**src/rtl/exec_unit_param.sv**
```systemverilog
// exec_unit_param: handshaked execute unit with registered result and flags.
// Single-cycle ALU ops complete one edge after accept. Multiply (shift-add) and
// divide (restoring) iterate one bit per cycle, then spend one more edge
// publishing the result, so they complete WIDTH+1 edges after accept.
//
// Ports:
//   clk, reset          rising-edge clock; asynchronous active-low reset
//   in_valid/in_ready   operation handshake (in_ready high only in IDLE)
//   opcode, op_a, op_b  operation and operands, captured at accept
//   s_r_amount          shift/rotate count
//   flush               synchronous abort of the operation in flight
//   out_valid/out_ready result handshake
//   result              2*WIDTH result (upper half used by mul/div only)
//   zero/carry/ac/parity_flag  registered status flags
//   err                 divide by zero or unsupported opcode
module exec_unit_param #(
    parameter int unsigned WIDTH   = 8,
    parameter int unsigned SHAMT_W = $clog2(WIDTH)
) (
    input  logic                 clk,
    input  logic                 reset,
    input  logic                 in_valid,
    output logic                 in_ready,
    input  logic [4:0]           opcode,
    input  logic [WIDTH-1:0]     op_a,
    input  logic [WIDTH-1:0]     op_b,
    input  logic [SHAMT_W-1:0]   s_r_amount,
    input  logic                 flush,
    output logic                 out_valid,
    input  logic                 out_ready,
    output logic [2*WIDTH-1:0]   result,
    output logic                 zero_flag,
    output logic                 carry_flag,
    output logic                 ac_flag,
    output logic                 parity_flag,
    output logic                 err
);

    localparam int unsigned W2    = 2 * WIDTH;
    localparam int unsigned CNT_W = $clog2(WIDTH + 1);

    localparam logic [4:0] OP_MOV = 5'b00000;
    localparam logic [4:0] OP_ADD = 5'b00001;
    localparam logic [4:0] OP_SUB = 5'b00010;
    localparam logic [4:0] OP_MUL = 5'b00011;
    localparam logic [4:0] OP_DIV = 5'b00100;
    localparam logic [4:0] OP_INC = 5'b00101;
    localparam logic [4:0] OP_DEC = 5'b00110;
    localparam logic [4:0] OP_AND = 5'b00111;
    localparam logic [4:0] OP_OR  = 5'b01000;
    localparam logic [4:0] OP_NOT = 5'b01001;
    localparam logic [4:0] OP_XOR = 5'b01010;
    localparam logic [4:0] OP_ASL = 5'b10000;
    localparam logic [4:0] OP_ASR = 5'b10001;
    localparam logic [4:0] OP_LSL = 5'b10010;
    localparam logic [4:0] OP_LSR = 5'b10011;
    localparam logic [4:0] OP_ROL = 5'b10100;
    localparam logic [4:0] OP_ROR = 5'b10101;
    localparam logic [4:0] OP_CMP = 5'b11001;

    typedef enum logic [1:0] {
        S_IDLE = 2'd0,
        S_BUSY = 2'd1,
        S_DONE = 2'd2
    } state_e;

    state_e             state_q, state_d;
    logic [W2-1:0]      work_q, work_d;
    logic [WIDTH-1:0]   opb_q, opb_d;
    logic [CNT_W-1:0]   cnt_q, cnt_d;
    logic               is_div_q, is_div_d;
    logic               div0_q, div0_d;
    logic [W2-1:0]      res_q, res_d;
    logic               zero_q, zero_d;
    logic               carry_q, carry_d;
    logic               ac_q, ac_d;
    logic               parity_q, parity_d;
    logic               err_q, err_d;
    logic               ov_q, ov_d;
    logic               rdy_q, rdy_d;

    // Single-cycle ALU results
    logic [WIDTH-1:0]   alu_res;
    logic               alu_c;
    logic               alu_ac;
    logic               alu_unsup;
    logic               alu_is_cmp;
    logic               alu_is_iter;
    logic [WIDTH:0]     arith;
    logic [4:0]         nib;
    logic [WIDTH:0]     sh_w;
    logic [SHAMT_W:0]   inv_amt;

    // Iteration step results
    logic [WIDTH:0]     mul_sum;
    logic [WIDTH:0]     div_rem;
    logic [WIDTH:0]     div_trial;
    logic [W2-1:0]      step;

    // Complementary rotate distance; amount 0 gives WIDTH, which shifts to 0
    assign inv_amt = (SHAMT_W + 1)'(WIDTH) - {1'b0, s_r_amount};

    // Combinational ALU for the single-cycle opcodes
    always_comb begin : alu
        alu_res     = '0;
        alu_c       = 1'b0;
        alu_ac      = 1'b0;
        alu_unsup   = 1'b0;
        alu_is_cmp  = 1'b0;
        alu_is_iter = 1'b0;
        arith       = '0;
        nib         = '0;
        sh_w        = '0;
        case (opcode)
            OP_MOV: alu_res = op_a;
            OP_ADD: begin
                arith   = {1'b0, op_a} + {1'b0, op_b};
                nib     = {1'b0, op_a[3:0]} + {1'b0, op_b[3:0]};
                alu_res = arith[WIDTH-1:0];
                alu_c   = arith[WIDTH];
                alu_ac  = nib[4];
            end
            OP_SUB: begin
                arith   = {1'b0, op_a} - {1'b0, op_b};
                nib     = {1'b0, op_a[3:0]} - {1'b0, op_b[3:0]};
                alu_res = arith[WIDTH-1:0];
                alu_c   = arith[WIDTH];
                alu_ac  = nib[4];
            end
            OP_INC: begin
                arith   = {1'b0, op_a} + (WIDTH + 1)'(1);
                nib     = {1'b0, op_a[3:0]} + 5'd1;
                alu_res = arith[WIDTH-1:0];
                alu_c   = arith[WIDTH];
                alu_ac  = nib[4];
            end
            OP_DEC: begin
                arith   = {1'b0, op_a} - (WIDTH + 1)'(1);
                nib     = {1'b0, op_a[3:0]} - 5'd1;
                alu_res = arith[WIDTH-1:0];
                alu_c   = arith[WIDTH];
                alu_ac  = nib[4];
            end
            OP_MUL, OP_DIV: alu_is_iter = 1'b1;
            OP_AND: alu_res = op_a & op_b;
            OP_OR:  alu_res = op_a | op_b;
            OP_NOT: alu_res = ~op_a;
            OP_XOR: alu_res = op_a ^ op_b;
            // Extra MSB catches the last bit shifted out of the top
            OP_ASL, OP_LSL: begin
                sh_w    = {1'b0, op_a} << s_r_amount;
                alu_res = sh_w[WIDTH-1:0];
                alu_c   = sh_w[WIDTH];
            end
            // Extra LSB catches the last bit shifted out of the bottom
            OP_ASR: begin
                sh_w    = $signed({op_a, 1'b0}) >>> s_r_amount;
                alu_res = sh_w[WIDTH:1];
                alu_c   = sh_w[0];
            end
            OP_LSR: begin
                sh_w    = {op_a, 1'b0} >> s_r_amount;
                alu_res = sh_w[WIDTH:1];
                alu_c   = sh_w[0];
            end
            OP_ROL: begin
                alu_res = (op_a << s_r_amount) | (op_a >> inv_amt);
                alu_c   = (s_r_amount != '0) & alu_res[0];
            end
            OP_ROR: begin
                alu_res = (op_a >> s_r_amount) | (op_a << inv_amt);
                alu_c   = (s_r_amount != '0) & alu_res[WIDTH-1];
            end
            OP_CMP: begin
                alu_is_cmp = 1'b1;
                alu_res    = {{(WIDTH - 1){1'b0}}, (op_a >= op_b)};
                alu_c      = (op_a < op_b);
            end
            default: alu_unsup = 1'b1;
        endcase
    end

    // One mul/div iteration on {hi, lo} held in work_q
    always_comb begin : iter_step
        mul_sum   = {1'b0, work_q[W2-1:WIDTH]}
                  + (work_q[0] ? {1'b0, opb_q} : (WIDTH + 1)'(0));
        div_rem   = {work_q[W2-1:WIDTH], work_q[WIDTH-1]};
        div_trial = div_rem - {1'b0, opb_q};
        if (is_div_q) begin
            if (!div_trial[WIDTH]) begin
                step = {div_trial[WIDTH-1:0], work_q[WIDTH-2:0], 1'b1};
            end else begin
                step = {div_rem[WIDTH-1:0], work_q[WIDTH-2:0], 1'b0};
            end
        end else begin
            step = {mul_sum, work_q[WIDTH-1:1]};
        end
    end

    // Next-state and output logic
    always_comb begin : next_state
        state_d  = state_q;
        work_d   = work_q;
        opb_d    = opb_q;
        cnt_d    = cnt_q;
        is_div_d = is_div_q;
        div0_d   = div0_q;
        res_d    = res_q;
        zero_d   = zero_q;
        carry_d  = carry_q;
        ac_d     = ac_q;
        parity_d = parity_q;
        err_d    = err_q;
        ov_d     = ov_q;
        rdy_d    = rdy_q;
        case (state_q)
            S_IDLE: begin
                // Flush wins over in_valid: nothing is accepted
                if (in_valid && !flush) begin
                    rdy_d = 1'b0;
                    if (alu_is_iter) begin
                        state_d  = S_BUSY;
                        work_d   = {{WIDTH{1'b0}}, op_a};
                        opb_d    = op_b;
                        cnt_d    = '0;
                        is_div_d = (opcode == OP_DIV);
                        div0_d   = (opcode == OP_DIV) && (op_b == '0);
                    end else begin
                        state_d = S_DONE;
                        ov_d    = 1'b1;
                        err_d   = alu_unsup;
                        if (alu_unsup) begin
                            res_d = '0;
                        end else begin
                            res_d    = {{WIDTH{1'b0}}, alu_res};
                            zero_d   = alu_is_cmp ? (op_a == op_b) : (alu_res == '0);
                            carry_d  = alu_c;
                            ac_d     = alu_ac;
                            parity_d = ^alu_res;
                        end
                    end
                end
            end
            S_BUSY: begin
                if (flush) begin
                    state_d = S_IDLE;
                    rdy_d   = 1'b1;
                end else if (cnt_q == CNT_W'(WIDTH)) begin
                    // All iterations done: publish product or {rem, quot}
                    state_d  = S_DONE;
                    ov_d     = 1'b1;
                    res_d    = work_q;
                    zero_d   = (work_q == '0);
                    carry_d  = 1'b0;
                    ac_d     = 1'b0;
                    parity_d = ^work_q;
                    err_d    = div0_q;
                end else begin
                    work_d = step;
                    cnt_d  = cnt_q + CNT_W'(1);
                end
            end
            S_DONE: begin
                // Flush alongside out_ready still just drops the result
                if (flush || out_ready) begin
                    state_d = S_IDLE;
                    ov_d    = 1'b0;
                    rdy_d   = 1'b1;
                end
            end
            default: begin
                state_d = S_IDLE;
                ov_d    = 1'b0;
                rdy_d   = 1'b1;
            end
        endcase
    end

    // State and output registers
    always_ff @(posedge clk or negedge reset) begin
        if (!reset) begin
            state_q  <= S_IDLE;
            work_q   <= '0;
            opb_q    <= '0;
            cnt_q    <= '0;
            is_div_q <= 1'b0;
            div0_q   <= 1'b0;
            res_q    <= '0;
            zero_q   <= 1'b0;
            carry_q  <= 1'b0;
            ac_q     <= 1'b0;
            parity_q <= 1'b0;
            err_q    <= 1'b0;
            ov_q     <= 1'b0;
            rdy_q    <= 1'b1;
        end else begin
            state_q  <= state_d;
            work_q   <= work_d;
            opb_q    <= opb_d;
            cnt_q    <= cnt_d;
            is_div_q <= is_div_d;
            div0_q   <= div0_d;
            res_q    <= res_d;
            zero_q   <= zero_d;
            carry_q  <= carry_d;
            ac_q     <= ac_d;
            parity_q <= parity_d;
            err_q    <= err_d;
            ov_q     <= ov_d;
            rdy_q    <= rdy_d;
        end
    end

    assign in_ready    = rdy_q;
    assign out_valid   = ov_q;
    assign result      = res_q;
    assign zero_flag   = zero_q;
    assign carry_flag  = carry_q;
    assign ac_flag     = ac_q;
    assign parity_flag = parity_q;
    assign err         = err_q;

endmodule

```
**config.mk**
```make
export PLATFORM = sky130hd
export DESIGN_NAME = exec_unit_param
export DESIGN_NICKNAME = d
export VERILOG_FILES = /design/src/rtl/exec_unit_param.sv
export SDC_FILE = /design/constraint.sdc
export NUM_CORES = 1
export LEC_CHECK = 0
export CORE_MARGIN = 2
export CORE_UTILIZATION = 35
export CTS_CLUSTER_SIZE = 12
export DETAILED_ROUTE_END_ITERATION = 7
export PLACE_DENSITY_LB_ADDON = 0.12
export SETUP_SLACK_MARGIN = 0.5
export SLEW_MARGIN = 20
export SYNTH_ARGS = -nofsm -noshare
export SYNTH_HDL_FRONTEND = slang
export SYNTH_SLANG_ARGS = --single-unit
```
**constraint.sdc**
```tcl
create_clock -name clk -period 3.2 [get_ports clk]
set_input_delay 0.64 -clock clk [delete_from_list [all_inputs] [get_ports clk]]
set_output_delay 0.64 -clock clk [all_outputs]
set_load 0.01 [all_outputs]
```
==> impl_metrics.yaml <==
logic_synthesis:
  synth_cells: 900
  synth_edf_count: 0
  synth_flop_cell: "dfrtp_1"
  synth_area_leaders: "dfrtp_1 19%, ha_1 11%, a21oi_1 4.8%"
  synth_top_area_frac: 0.1932
  ys_seq_area_frac: 0.1970
  yosys_warnings: 0
  avgSynthCellArea_sq_um: 7.771
  ys_types: 86
  synth_area_sq_um: 6994
  async_flop_share: 1.000
  synth-seq-cells: 55
  syn-num-nets: 997
  synth.largest_area_cell: "dfrtp_1"
sta:
  slew_viol_final: 0
  fmax_ghz: 0.2938
  finalCriticalPeriod_ns: 3.403
  worst_pin_slew_ns: 0.8949
  finalCritPeriodShare: 1.064
  tns_ns: -0.2033
  setup_slack_ns: -0.2033
  rsz0062_at_grt: "yes"
  hold_viol: 0
  maxSlewHeadroom: 0.4034
  skew_ns: 0.009640
  whs_ns: 0.4667
  setup_viol: 1
layout:
  syn2layout_area_growth_pct: 55.60
  nNetsFinal: 1268
  fin_util: 0.5574
  design_area_sq_um: 10880
  antenna_cells: 0
  drive_gt1_frac: 0.4010
  final_cells: 1437
critical_path:
  endpoint_kind: "flip-flop"
  crit_type: "primary input to flip-flop"
  cpMostUsedCell: "buf_4"
  path_buf_inv: 3
  crit_arrival_ns: 3.59
  crit_fanout: 18
  cpMaxStageDelayCell: "mux4_2"
  cp_top_family: "multiplexers"
  cp_cell_sequence: "clkdlybuf4s15_2 -> buf_4 -> mux4_2 -> o21ai_0 -> or3_1 -> o2111ai_1 -> a211oi_1 -> buf_4 -> ha_1 -> xnor2_2 -> xnor2_1 -> nand2_1 -> o21ai_1 -> mux2_4"
  worst_path_largest_cell_delay_ns: 0.52
  cp.required_ns: 3.39
  cp-start-kind: "primary input"
place:
  io_buffers: 51
  postPlaceCellArea_sq_um: 9408
  dpl.hpwl_mm: 22.47
  dp_cells: 1385
  gp_congestion: 0.9827
  place_ws_ns: -1.116
clock_tree:
  cts_tree: "yes"
  h-tree-depth: 2
  numCtsBuffers: 5
  cts_buffer_depth: 2
  cts_sinks: 55
  hold_buffers: 0
  clkTransAtPathRegs_ns: 0.08
  cts_root_buf: "clkbuf_16"
  clk_latency_ns: 0.30
global_routing:
  overflow: 0
  grt_first_pass_wirelength_mm: 44.56
  grt_antenna_before_repair: 0
  grt.total_usage: 0.2660
  grt_pass1_vias: 7793
  grt_max_degree: 56
die:
  start_util: 0.3582
  fp.coreArea_sq_um: 19530
  ioPinCount: 52
  row_count: 51
  chipWidth_um: 145.4
  die-area_sq_um: 21130
  die_h_um: 145.4
power:
  p_per_area_nw_per_um2: 313.4
  p_total_mw: 3.411
  ir_drop_mv: 0.2513
  p_leak_nw: 4.713
run:
  maxCapViolCount: 0
route:
  wl_mm: 28.56
  via_per_inst: 5.564
  ant_nets: 0
  routedWlPerCell_um: 19.87
  drc: 0
  vias: 7996
  drt-pass1-iter-count: 5
  first_iter_violations: 569
run_status:
  violations: "setup timing"
  status: "complete, but fails checks"
worst_hold_path:
  holdCritPathClass: "primary input to async pin"
## placed cells by master, fill, tap and decap left out, drive strengths merged, types with 10 or more instances in the layout
master	n
o22ai	19
o21ai	69
nand2	73
xnor2	24
or3	11
nand2b	17
nand3	40
a22oi	14
a211oi	11
a21oi	67
nand4	10
mux2	11
nor2b	14
nor4	11
mux2i	29
o211ai	11
a21o	10
nor2	61
ha	64
clkdlybuf4s50	26
buf	296
mux4	12
nor3	30
dfrtp	54
inv	60
## kinds of logic after synthesis
| logic type | synth area share |
|---|---|
| muxes | 0.1002 |
| DFF | 0.1970 |
| buffers and inverters | 0.07227 |
| xor gates and xnor gates | 0.04240 |
| adders and majority gates | 0.1259 |
| AOI/OAI and AO/OA | 0.2504 |
| and+or+nand+nor | 0.2118 |
## worst paths after layout
path,startpoint,end,slack [ns],cells past startpoint
worst min-delay path,reset,result[6],0.47,2
worst max-delay path,op_a[5],parity_flag,-0.20,14
worst max register to register,work_q[7],work_q[13],0.62,12
min in group clk,result[8],result[8],0.47,2
worst min register to register,result[8],result[8],0.47,2
max in group asynchronous,reset,opb_q[0],2.24,2
## area by class of cell
cell class | instances | area [sq um]
clock inverters | 3 | 27.53
repair buffers | 329 | 2814
well taps | 265 | 331.6
inverters | 60 | 247.7
flip-flops and latches | 55 | 1378
clock buffers | 5 | 125.1
multi-input cells | 720 | 5959
fillers | 1848 | 8643
## timing repair
| item | CTS | global route |
|---|---|---|
| resized for setup | 196 | 120 |
| pin swaps | 48 | 62 |
| cloned | 1 | 0 |
| setup buffers | 26 | 17 |
| endpoints found under the setup margin | 30 | 21 |
## state kept, by name (all words and copies together), names as in the netlist, 2 cells and up
name / cells
work_q: 16
cnt_q: 4
opb_q: 8
state_q: 2
result: 16
## report_power, final
part	internal, mW	switching [mW]	total [mW]	leakage (nW)
combinational	0.997	0.949	1.95	3.91
clock	0.298	0.285	0.583	0.0719
sequential	0.791	0.0916	0.883	0.728
## cell usage after synthesis, drive strengths merged, types with 4 or more instances
master,number
nand2,73
o21ai,69
a21oi,67
ha,64
nor2,61
inv,59
dfrtp,54
nand3,40
clkbuf,38
nor3,30
mux2i,29
buf,27
xnor2,24
o22ai,19
nand2b,17
a22oi,14
nor2b,14
mux4,12
a211oi,11
mux2,11
nor4,11
o211ai,11
or3,11
a21o,10
nand4,10
xor2,9
a31oi,7
a221oi,6
and2,6
a2111oi,4
a32oi,4
and3,4
fa,4
o22a,4
o2bb2ai,4
o311ai,4
or2,4
## metal layers
layer,track usage,share of wire,vias to the layer above,wire (um)
li1,-,-,3847,-
met4,0.06373,0.023,0,643
met1,0.3705,0.45,3828,12860
met2,0.4438,0.47,286,13470
met3,0.02884,0.055,35,1582
met5,0,0,-,0
(Power assumes the default switching activity.)
